<file path="src/rtl/cdb_broadcast_arbiter_if.sv">
// Producer-side and CDB-side signal bundle of the broadcast arbiter.
// The arbiter takes the slave view; the functional-unit side takes master.
interface cdb_broadcast_arbiter_if #(
  parameter int NUM_SRC   = 3,
  parameter int NUM_LANES = 2,
  parameter int DATA_W    = 32,
  parameter int TAG_W     = 8
);
  logic [NUM_SRC-1:0]          src_valid;
  logic [NUM_SRC*TAG_W-1:0]    src_tag;
  logic [NUM_SRC*DATA_W-1:0]   src_data;
  logic [NUM_SRC-1:0]          src_ready;
  logic [NUM_LANES*TAG_W-1:0]  cdb_tag_serialized;
  logic [NUM_LANES*DATA_W-1:0] cdb_data_serialized;
  logic [NUM_LANES-1:0]        cdb_lane_valid;
  logic                        fifo_overflow_err;

  modport master (
    output src_valid,
    output src_tag,
    output src_data,
    input  src_ready,
    input  cdb_tag_serialized,
    input  cdb_data_serialized,
    input  cdb_lane_valid,
    input  fifo_overflow_err
  );

  modport slave (
    input  src_valid,
    input  src_tag,
    input  src_data,
    output src_ready,
    output cdb_tag_serialized,
    output cdb_data_serialized,
    output cdb_lane_valid,
    output fifo_overflow_err
  );
endinterface

</file>
<file path="src/rtl/cdb_broadcast_arbiter.sv">
// Buffers functional-unit results in per-source FIFOs and broadcasts
// them round-robin onto NUM_LANES registered CDB lanes.
module cdb_broadcast_arbiter #(
  parameter int NUM_SRC    = 3,
  parameter int NUM_LANES  = 2,
  parameter int DATA_W     = 32,
  parameter int TAG_W      = 8,
  parameter int FIFO_DEPTH = 2
) (
  input logic clk,
  input logic rst_n,
  input logic flush,
  cdb_broadcast_arbiter_if.slave bus
);

  localparam int AW = (FIFO_DEPTH > 1) ? $clog2(FIFO_DEPTH) : 1;
  localparam int PW = AW + 1;
  localparam int SW = (NUM_SRC > 1) ? $clog2(NUM_SRC) : 1;

  typedef struct packed {
    logic [TAG_W-1:0]  tag;
    logic [DATA_W-1:0] data;
  } ent_t;

  ent_t              mem [NUM_SRC][FIFO_DEPTH];
  logic [PW-1:0]     wr_ptr [NUM_SRC];
  logic [PW-1:0]     rd_ptr [NUM_SRC];
  ent_t              head [NUM_SRC];
  ent_t              in_ent [NUM_SRC];
  ent_t              held [NUM_SRC];
  logic [NUM_SRC-1:0] empty;
  logic [NUM_SRC-1:0] full;
  logic [NUM_SRC-1:0] push;
  logic [NUM_SRC-1:0] grant;
  logic [NUM_SRC-1:0] changed;
  logic [NUM_SRC-1:0] hold_q;
  logic [SW-1:0]     rr_ptr;
  logic [SW-1:0]     rr_next;
  ent_t              lane_ent [NUM_LANES];
  ent_t              lane_q [NUM_LANES];
  logic              err_q;

  // Power-of-two depth: the low pointer bits address the slot.
  function automatic logic [AW-1:0] slot(input logic [PW-1:0] p);
    return p[AW-1:0] & AW'(FIFO_DEPTH - 1);
  endfunction

  for (genvar i = 0; i < NUM_SRC; i++) begin : g_src
    logic [PW-1:0] occ;
    assign occ       = wr_ptr[i] - rd_ptr[i];
    assign empty[i]  = (occ == '0);
    assign full[i]   = (occ == PW'(FIFO_DEPTH));
    assign in_ent[i].tag  = bus.src_tag[i*TAG_W +: TAG_W];
    assign in_ent[i].data = bus.src_data[i*DATA_W +: DATA_W];
    assign push[i]   = bus.src_valid[i] & ~full[i]
                     & in_ent[i].tag[TAG_W-1] & ~flush;
    assign head[i]   = mem[i][slot(rd_ptr[i])];
    assign changed[i] = (in_ent[i] != held[i]);
  end

  assign bus.src_ready = ~full;
  assign bus.fifo_overflow_err = err_q;

  always_comb begin
    int n;
    int s;
    n        = 0;
    s        = 0;
    grant    = '0;
    rr_next  = rr_ptr;
    lane_ent = '{default: '0};
    for (int k = 0; k < NUM_SRC; k++) begin
      s = int'(rr_ptr) + k;
      if (s >= NUM_SRC) s = s - NUM_SRC;
      if (!empty[s] && n < NUM_LANES) begin
        grant[s]    = 1'b1;
        lane_ent[n] = head[s];
        rr_next     = (s == NUM_SRC - 1) ? '0 : SW'(s + 1);
        n           = n + 1;
      end
    end
  end

  always_ff @(posedge clk) begin
    if (!rst_n) begin
      rr_ptr <= '0;
      err_q  <= 1'b0;
      hold_q <= '0;
      for (int i = 0; i < NUM_SRC; i++) begin
        wr_ptr[i] <= '0;
        rd_ptr[i] <= '0;
      end
      for (int l = 0; l < NUM_LANES; l++) lane_q[l] <= '0;
    end else begin
      // A stalled beat must be held stable until it is taken.
      hold_q <= bus.src_valid & full;
      for (int i = 0; i < NUM_SRC; i++) held[i] <= in_ent[i];
      if (|(hold_q & bus.src_valid & changed)) err_q <= 1'b1;
      if (flush) begin
        rr_ptr <= '0;
        for (int i = 0; i < NUM_SRC; i++) begin
          wr_ptr[i] <= '0;
          rd_ptr[i] <= '0;
        end
        for (int l = 0; l < NUM_LANES; l++) lane_q[l] <= '0;
      end else begin
        rr_ptr <= rr_next;
        for (int i = 0; i < NUM_SRC; i++) begin
          if (push[i]) begin
            mem[i][slot(wr_ptr[i])] <= in_ent[i];
            wr_ptr[i] <= wr_ptr[i] + 1'b1;
          end
          if (grant[i]) rd_ptr[i] <= rd_ptr[i] + 1'b1;
        end
        for (int l = 0; l < NUM_LANES; l++) lane_q[l] <= lane_ent[l];
      end
    end
  end

  for (genvar l = 0; l < NUM_LANES; l++) begin : g_lane
    assign bus.cdb_tag_serialized[(NUM_LANES-1-l)*TAG_W +: TAG_W] =
      lane_q[l].tag;
    assign bus.cdb_data_serialized[(NUM_LANES-1-l)*DATA_W +: DATA_W] =
      lane_q[l].data;
    assign bus.cdb_lane_valid[l] = lane_q[l].tag[TAG_W-1];
  end

endmodule

</file>
<file path="src/flat_wrapper.sv">
// flat-port wrapper written by rule: the top's interface ports become plain ports
module cdb_broadcast_arbiter_flat 
#(
  parameter int NUM_SRC    = 3,
  parameter int NUM_LANES  = 2,
  parameter int DATA_W     = 32,
  parameter int TAG_W      = 8,
  parameter int FIFO_DEPTH = 2
)
  (clk, rst_n, flush, bus_src_valid, bus_src_tag, bus_src_data, bus_src_ready, bus_cdb_tag_serialized, bus_cdb_data_serialized, bus_cdb_lane_valid, bus_fifo_overflow_err);
  cdb_broadcast_arbiter_if #(.NUM_SRC(NUM_SRC), .NUM_LANES(NUM_LANES), .DATA_W(DATA_W), .TAG_W(TAG_W)) bus_i ();
  input logic clk;
  input logic rst_n;
  input logic flush;
  input wire logic [$bits(bus_i.src_valid)-1:0] bus_src_valid;
  input wire logic [$bits(bus_i.src_tag)-1:0] bus_src_tag;
  input wire logic [$bits(bus_i.src_data)-1:0] bus_src_data;
  output wire logic [$bits(bus_i.src_ready)-1:0] bus_src_ready;
  output wire logic [$bits(bus_i.cdb_tag_serialized)-1:0] bus_cdb_tag_serialized;
  output wire logic [$bits(bus_i.cdb_data_serialized)-1:0] bus_cdb_data_serialized;
  output wire logic [$bits(bus_i.cdb_lane_valid)-1:0] bus_cdb_lane_valid;
  output wire logic [$bits(bus_i.fifo_overflow_err)-1:0] bus_fifo_overflow_err;
  assign bus_i.src_valid = bus_src_valid;
  assign bus_i.src_tag = bus_src_tag;
  assign bus_i.src_data = bus_src_data;
  assign bus_src_ready = bus_i.src_ready;
  assign bus_cdb_tag_serialized = bus_i.cdb_tag_serialized;
  assign bus_cdb_data_serialized = bus_i.cdb_data_serialized;
  assign bus_cdb_lane_valid = bus_i.cdb_lane_valid;
  assign bus_fifo_overflow_err = bus_i.fifo_overflow_err;
  cdb_broadcast_arbiter #(.NUM_SRC(NUM_SRC), .NUM_LANES(NUM_LANES), .DATA_W(DATA_W), .TAG_W(TAG_W), .FIFO_DEPTH(FIFO_DEPTH)) u_core (.clk(clk), .rst_n(rst_n), .flush(flush), .bus(bus_i));
endmodule
</file>
<file path="config.mk">
export PLATFORM = sky130hd
export DESIGN_NAME = cdb_broadcast_arbiter_flat
export DESIGN_NICKNAME = d
export VERILOG_FILES = /design/src/rtl/cdb_broadcast_arbiter_if.sv /design/src/rtl/cdb_broadcast_arbiter.sv /design/src/flat_wrapper.sv
export SDC_FILE = /design/constraint.sdc
export NUM_CORES = 1
export LEC_CHECK = 0
export ABC_AREA = 1
export CAP_MARGIN = 10
export CELL_PAD_IN_SITES_DETAIL_PLACEMENT = 1
export CELL_PAD_IN_SITES_GLOBAL_PLACEMENT = 1
export CORE_MARGIN = 5
export CORE_UTILIZATION = 41
export DETAILED_ROUTE_END_ITERATION = 10
export PLACE_DENSITY = 0.77
export RECOVER_POWER = 50
export SETUP_SLACK_MARGIN = 0.05
export SYNTH_ARGS = -nofsm -noshare
export SYNTH_HDL_FRONTEND = slang
export SYNTH_SLANG_ARGS = --single-unit
</file>
<file path="constraint.sdc">
create_clock -name clk -period 3.45 [get_ports clk]
set_clock_uncertainty 0.2 [all_clocks]
set_input_delay 0.69 -clock clk [delete_from_list [all_inputs] [get_ports clk]]
set_output_delay 0.69 -clock clk [all_outputs]
set_load 0.05 [all_outputs]
</file>
Word-level counts from Yosys, hierarchy flattened

Memory sizes are Yosys's and may differ from the RTL's.
Cells that the tools add are included.
Widths: inputs -> output; s select.

Flip-flop bits (word level): 6
Memory bits (writable): 452
Bits of input ports: 126
Output and inout bits: 86
Logic and storage cells: 240
Memories: 5

$add $sub $neg: 18
Order comparisons: 27
Equality and inequality tests: 10
Mux-type cells: 113
Bitwise operators: 47
Reduce and logical (&&, ||, !) cells: 17

Memories:

| memory        | words | width | read ports | clocked after Yosys merged registers in | write ports | line                        | text |
|---|---|---|---|---|---|---|---|
| u_core.mem    | 3     | 80    | 3          | 0                                       | 3           | cdb_broadcast_arbiter.sv:25 | `ent_t mem [NUM_SRC][FIFO_DEPTH];` |
| u_core.held   | 3     | 40    | 3          | 0                                       | 3           | cdb_broadcast_arbiter.sv:30 | `ent_t held [NUM_SRC];` |
| u_core.lane_q | 2     | 40    | 2          | 0                                       | 2           | cdb_broadcast_arbiter.sv:40 | `ent_t lane_q [NUM_LANES];` |
| u_core.rd_ptr | 3     | 2     | 3          | 0                                       | 3           | cdb_broadcast_arbiter.sv:27 | `logic [PW-1:0] rd_ptr [NUM_SRC];` |
| u_core.wr_ptr | 3     | 2     | 3          | 0                                       | 3           | cdb_broadcast_arbiter.sv:26 | `logic [PW-1:0] wr_ptr [NUM_SRC];` |

Operator list:

| operator              | number |
|---|---|
| $mux 40               | 25 |
| $mux 80               | 5 |
| $bmux 40 s2           | 3 |
| $demux 40 s1          | 5 |
| $bwmux 80             | 2 |
| $ge 32x3->1 const B   | 5 |
| $mux 32               | 4 |
| $not 32->32           | 4 |
| $ne 40x40->1          | 3 |
| $eq 32x3->1 const B   | 3 |
| $ge 32x1->1 const B   | 3 |
| $lt 32x4->1 const B   | 3 |
| $ge 32x2->1 const B   | 2 |
| $lt 32x1->1 const B   | 2 |
| $sub 32x3->32 const B | 2 |
| $mux 1                | 42 |
| $mux 2                | 18 |
| $lt 32x3->1 const B   | 1 |
| $not 1->32            | 1 |
| $or 1x1->1            | 16 |
| $ge 2x2->1 const B    | 7 |
| $add 2x1->2 const B   | 6 |
| $not 1->2             | 6 |
| $logic_and 1x1->1     | 10 |
| other kinds (22)      | 54 |

Logic depth before layout (Yosys ltp)

An unclocked memory read counts as a cell.

Word-level depth: 18
Mapped depth: 15
Mapped depth without buffers: 15

Worst setup path after synthesis

Ideal clock, no wire load.

Path kind: register to register
From: memory u_core.rd_ptr[0][0] (netlist name)
To: memory u_core.mem[0][0] (netlist name), enable pin
Setup time: 438 ps
Arrival: 3063 ps
Data required time: 2812 ps
Path slack: -250 ps
Stages on the path, launching flop included: 8
Buffers on the path: 1
Period minus slack after synthesis: 3700 ps
Path through: edfxtp_1 > buf_2 > inv_4 > nand2_1 > nand2_2 > nand3_1 > nand4_1 > nor2_1

RTL lines:

| item               | line |
|---|---|
| start: declaration | cdb_broadcast_arbiter.sv:27 |
| end: declaration   | cdb_broadcast_arbiter.sv:25 |

==> impl_metrics.toml <==
[drt]
vias = 16700
drtIter0Drc = 1546
wl_per_cell_um = 24.0
vias_per_cell = 5.43
ant_nets = 0
route.detailed.drc = 0
drt-pass1-iter-count = 5
drt_wl_total_um = 74000

[power_and_ir_drop]
seqPwrFrac_pct = 30.1
p_leak_uw = 0.0102
p_clk_share_pct = 21.7
internal_power_uw = 12800
worst_ir_drop_vdd_v = 0.000626
pwr_density_cell_nw_per_um2 = 871
switchingPower_uw = 10300
swShare_pct = 44.6
p_comb_share_pct = 48.2

[grt]
grt_pass1_vias = 17300
grt_usage_pct = 25.1
grt.met1_usage_pct = 32.5
use_met2_pct = 43.6
grt_pass1_wl_um = 108000
overflow = 0
grt-busiest-layer = "met2"
grt_max_degree = 64
antenna_found_initial = 1
grt_use_met3_pct = 3.51

[clocking]
cts_sinks = 458
cts_tree = "done"
post_cts_resized = 0
cts-root-buf = "clkbuf_16"
postCtsSetupRepairBufs = 0
worst_skew_pair.late_latency_ps = 590
clk_pin_slew_worst_paths_ps = 70
numCtsBuffers = 50
clk_path_buf_depth = 3
cts_max_level = 2
hold_buffers = 0

[worst_setup_path]
arrival_ps = 3460
worst_path_max_delay_cell = "nor2_4"
crit_family = "simple AND/OR/NAND/NOR gates"
cp_num_buf_inv = 3
endpoint_kind = "register"
critical_path_required_ps = 3680
path_class = "register to register"
r2r_slack_ps = 220
crit_path_frequent_cell = "nand2_1"
critical_path.cell_chain = "inv_1 -> ha_2 -> inv_2 -> nand3_1 -> nand2_1 -> a21oi_2 -> buf_4 -> nand2_4 -> nor2_4 -> nand2_1 -> a21oi_1"
crit_fanout = 20
crit_path_start_kind = "register"
cpPeakStageDelay_ps = 640

[final_layout]
layout.filler_cells = 5762
area_growth_pct = 23.1
drive_above_1_share_pct = 8.73
multi_input_area_um2 = 7370
layout.nets = 2486
final-seq-area_um2 = 13700
fin_cells = 3082

[yosys]
synth-main-ff-cell = "edfxtp_1"
seq_area_frac_synth_pct = 63.6
yosysTopAreaCell = "edfxtp_1"
syn_area_um2 = 21500
async_flop_share_pct = 0
avgSynthCellArea_um2 = 10.5
ys_warn_count = 0
synth-seq-cells = 458
postSynthCellCount = 2055
ys_types = 48
synth_area_leaders = "edfxtp_1, nand2_1, o21ai_0, xnor2_1, nand3_1"
synth_top_area_share_pct = 63.0
synth-edff-count = 452

[die]
die_x_um = 239
start_util_pct = 41.2
die_area_um2 = 57200
ios = 212
core_area_um2 = 52300
die_h_um = 239
fp-row-count = 84

[placed_design]
post-dp-hpwl_um = 54200
place_congestion = 0.892
port_buffers = 211
placedCellCount = 2989

[sta]
max_slew.worst_pin.slew_ps = 1690
period_needed_ps = 3230
rsz0062_at_grt = "no"
slew_headroom_pct = -12.9
fin_crit_sh_pct = 93.6
fin_setup_tns_ps = 0
maxSlewViolCount = 125
fmax_mhz = 310
holdWs_ps = 455
finalSetupViolations = 0
hold_viol = 0

[hold_path]
hold_path_class = "input pin to register"

[status]
status = "complete, but fails checks"
violations = "max-capacitance violations, max-slew violations"

[flow_run]
max_cap_viol_count = 2
tightest hold or removal path, cell delays in order:
cell,delay (ps)
clkbuf_1,150
inv_1,220
nor2_1,150
sequential cells by signal (all words and copies together) (netlist names):
signal and cells:
u_core.rd_ptr 6, u_core.lane_q 80, u_core.bus.fifo_overflow_err 1, u_core.held 120
u_core.mem 240, u_core.hold_q 3, u_core.rr_ptr 2, u_core.wr_ptr 6
power groups by stage:
stage                     sequential (uW)  clock, uW  combinational [uW]
after floorplan                      7690          0                6160
after global placement               7040          0               10500
after detailed placement             7070          0               10700
after CTS                            6960       5140               10800
after global routing                 6980       5400               11900
final                                6950       5020               11100
routing by layer:
metal	part of all wire, %	vias up
met1	41	8392
met4	3.8	0
li1	-	7653
met2	49	573
met3	5.9	111
met5	0	-
final timing paths:
kind                                               startpoint                                   endpoint  depth (start not counted)
worst max-delay path            u_core.rr_ptr[0]$_SDFFE_PN0P_         u_core.lane_q[0][51]$_SDFFCE_PN0P_                         11
worst min-delay path                                    rst_n  u_core.bus.fifo_overflow_err$_SDFFE_PN0P_                          3
worst max register to register  u_core.rr_ptr[0]$_SDFFE_PN0P_         u_core.lane_q[0][51]$_SDFFCE_PN0P_                         11
worst min register to register  u_core.rr_ptr[1]$_SDFFE_PN0P_              u_core.rr_ptr[1]$_SDFFE_PN0P_                          4
cells by family after synthesis:
family                     share of synthesized area, %
DFF                                                63.6
muxes                                             0.697
xor gates and xnor gates                           4.03
adders and majority gates                         0.290
AOI/OAI and AO/OA                                  9.20
other                                            0.0174
and+or+nand+nor                                    18.2
buffers and inverters                              3.97
layout by cell type, fill, tap and decap left out, drive strengths merged, types with 82 or more instances in the layout:
master / instances
dlygate4sd3: 120
inv: 95
o21ai: 149
nand3: 108
xnor2: 82
edfxtp: 452
nor2: 119
nand2: 644
a21oi: 83
clkdlybuf4s50: 87
cell type report:
cell class | count | share of cell area (%)
clock buffers | 69 | 5.14
diodes | 1 | 0.00944
flip-flops and latches | 458 | 51.6
repair buffers | 275 | 10.3
multi-input cells | 1478 | 27.8
well taps | 688 | 3.25
clock inverters | 21 | 0.585
inverters | 92 | 1.31
synth_stat cells (5+ instances only):
library cell	n
nor2_1	113
dfxtp_1	6
xnor2_1	82
inv_1	81
edfxtp_1	452
nor3_1	10
a21oi_1	82
clkbuf_1	60
nand2_1	638
buf_2	34
ha_1	5
o22ai_1	28
nand3_1	105
xor2_1	17
or2_1	9
o211a_1	8
buf_6	7
or2_2	41
nand4_1	10
o221ai_1	28
o211ai_1	28
mux2i_1	15
o21ai_0	144
buf_1	5
inv_2	9
stage by stage:
step	instance area [um2]	power, uW	setup WS (ps)	utilization (%)
floorplan	21800	13900	-250	-
global placement	25000	17600	222	47.7
detailed placement	25000	17800	209	47.7
CTS	26500	22900	162	50.6
global route	26500	24300	65.9	50.7
finish	26500	23100	219	50.7
No activity file was read; power rests on OpenSTA's default activity.
==> edit, RTL diff (config.mk and constraints unchanged) <==
`TAG_W` is set to 8 in 3 places; all go to 6.
--- a/src/rtl/cdb_broadcast_arbiter_if.sv
+++ b/src/rtl/cdb_broadcast_arbiter_if.sv
@@ -4,7 +4,7 @@
   parameter int NUM_SRC   = 3,
   parameter int NUM_LANES = 2,
   parameter int DATA_W    = 32,
-  parameter int TAG_W     = 8
+  parameter int TAG_W     = 6
 );
   logic [NUM_SRC-1:0]          src_valid;
   logic [NUM_SRC*TAG_W-1:0]    src_tag;
--- a/src/rtl/cdb_broadcast_arbiter.sv
+++ b/src/rtl/cdb_broadcast_arbiter.sv
@@ -4,7 +4,7 @@
   parameter int NUM_SRC    = 3,
   parameter int NUM_LANES  = 2,
   parameter int DATA_W     = 32,
-  parameter int TAG_W      = 8,
+  parameter int TAG_W      = 6,
   parameter int FIFO_DEPTH = 2
 ) (
   input logic clk,
--- a/src/flat_wrapper.sv
+++ b/src/flat_wrapper.sv
@@ -4,7 +4,7 @@
   parameter int NUM_SRC    = 3,
   parameter int NUM_LANES  = 2,
   parameter int DATA_W     = 32,
-  parameter int TAG_W      = 8,
+  parameter int TAG_W      = 6,
   parameter int FIFO_DEPTH = 2
 )
   (clk, rst_n, flush, bus_src_valid, bus_src_tag, bus_src_data, bus_src_ready, bus_cdb_tag_serialized, bus_cdb_data_serialized, bus_cdb_lane_valid, bus_fifo_overflow_err);
Ports: changed (resized bus_cdb_tag_serialized and bus_src_tag); port bits go from 212 to 202. The function was not compared with the original's and may differ.
==> edit against the original RTL <==
- critical path depth unchanged
- clock power up 3%
- synthesized cell count down 7.6%
- total power down 0.65%
- sequential share of layout area up 0.22 points
- synthesized area down 5.4%
- final area down 5.2%
- the run still ends with max-capacitance violations, max-slew violations left
- setup slack better by 0.12 ns
- wire length down 9.4%
- core utilization up 0.57 points
- sequential cell count down 22
==> edit: results (changes against the original RTL) <==
The flip-flop count of the largest register after layout came to 228 (-5.0%). The routing usage on met2 is 0.411 (-0.0251). The number of antenna violations at the first check in global routing came out at 0 (-1). The combined global-route utilization of all metal layers is 0.244 (-0.00695). The max-cap check violation count came out at 1 (-1). The aggregate routed wire length came out at 67,000 um (-9.4%). The per-cell via count in the routed design is 5.42 (-0.13%). The run finished, with violations left. The global routing usage on met1 is 0.327 (+0.00150). The clock buffer count from CTS came out at 48 (-4.0%). The clock network area share is 0.0626 (+0.00540). The final number of max-transition violations came to 118 (-5.6%). The multi-input logic cell count is 1,330 (-10%). The number of DRC markers after the initial detailed-route iteration came out at 1,534 (-0.78%). The fraction of area in multi-input gates came out at 0.271 (-0.00695). The static power due to leakage is 9.62 nW (-5.3%). The largest stage delay on the critical path came out at 0.49 ns (-0.15 ns).

The checks that failed: max-capacitance violations, max-slew violations. The relative area of non-clock buffer cells in the final design is 0.0993 (-0.00377). The number of buffers added on ports came out at 201 (-4.7%).

The number of flops mapped to enable cells by yosys is 430 (-4.9%). The diode insertion count for antenna repair was 0 (-1). The global-route track usage on met3 is 0.0437 (+0.00857). The count of clock-net buffers in the final layout was 55 (-20%). The post-DP HPWL is 48,000 um (-12%). The actual slew at the worst max-slew pin is 2.80 ns (+1.11 ns). The worst-case hold slack is 0.335 ns (-0.121 ns).
-- edit: changes by cell type in the layout (fill, tap and decap cells not counted), sizes merged, moves of 17 or more --
cell,delta
edfxtp,-22
o22ai,+27
nand2,-115
clkbuf,-17
a21oi,-32
nor2,-19
o21ai,-24
xnor2,-18
-- edit: power by group --
part           switching (mW)  total [mW]  internal [mW]
clock network            2.08        5.18           3.10
logic                    7.82        11.1           3.24
registers               0.254        6.71           6.45
total                    10.2        23.0           12.8
-- edit: worst max-delay path, delay by kind of cell, from the launching register on --
| family | cells | cell delay, ns |
|---|---|---|
| buffers and inverters | 4 | 1.21 |
| AOI/OAI and AO/OA | 1 | 0.25 |
| and+or+nand+nor | 5 | 0.60 |
| adders and majority gates | 1 | 0.30 |
| DFF | 1 | 0.37 |
-- edit: kinds of logic after synthesis --
logic type,count (synthesis),synth area share
simple gates,822,0.170
flops,436,0.640
compound gates,315,0.0943
buf+inv,207,0.0429
xor+xnor,82,0.0353
mux,30,0.0147
fa+ha+maj,5,0.00307
other cells,1,0.000184
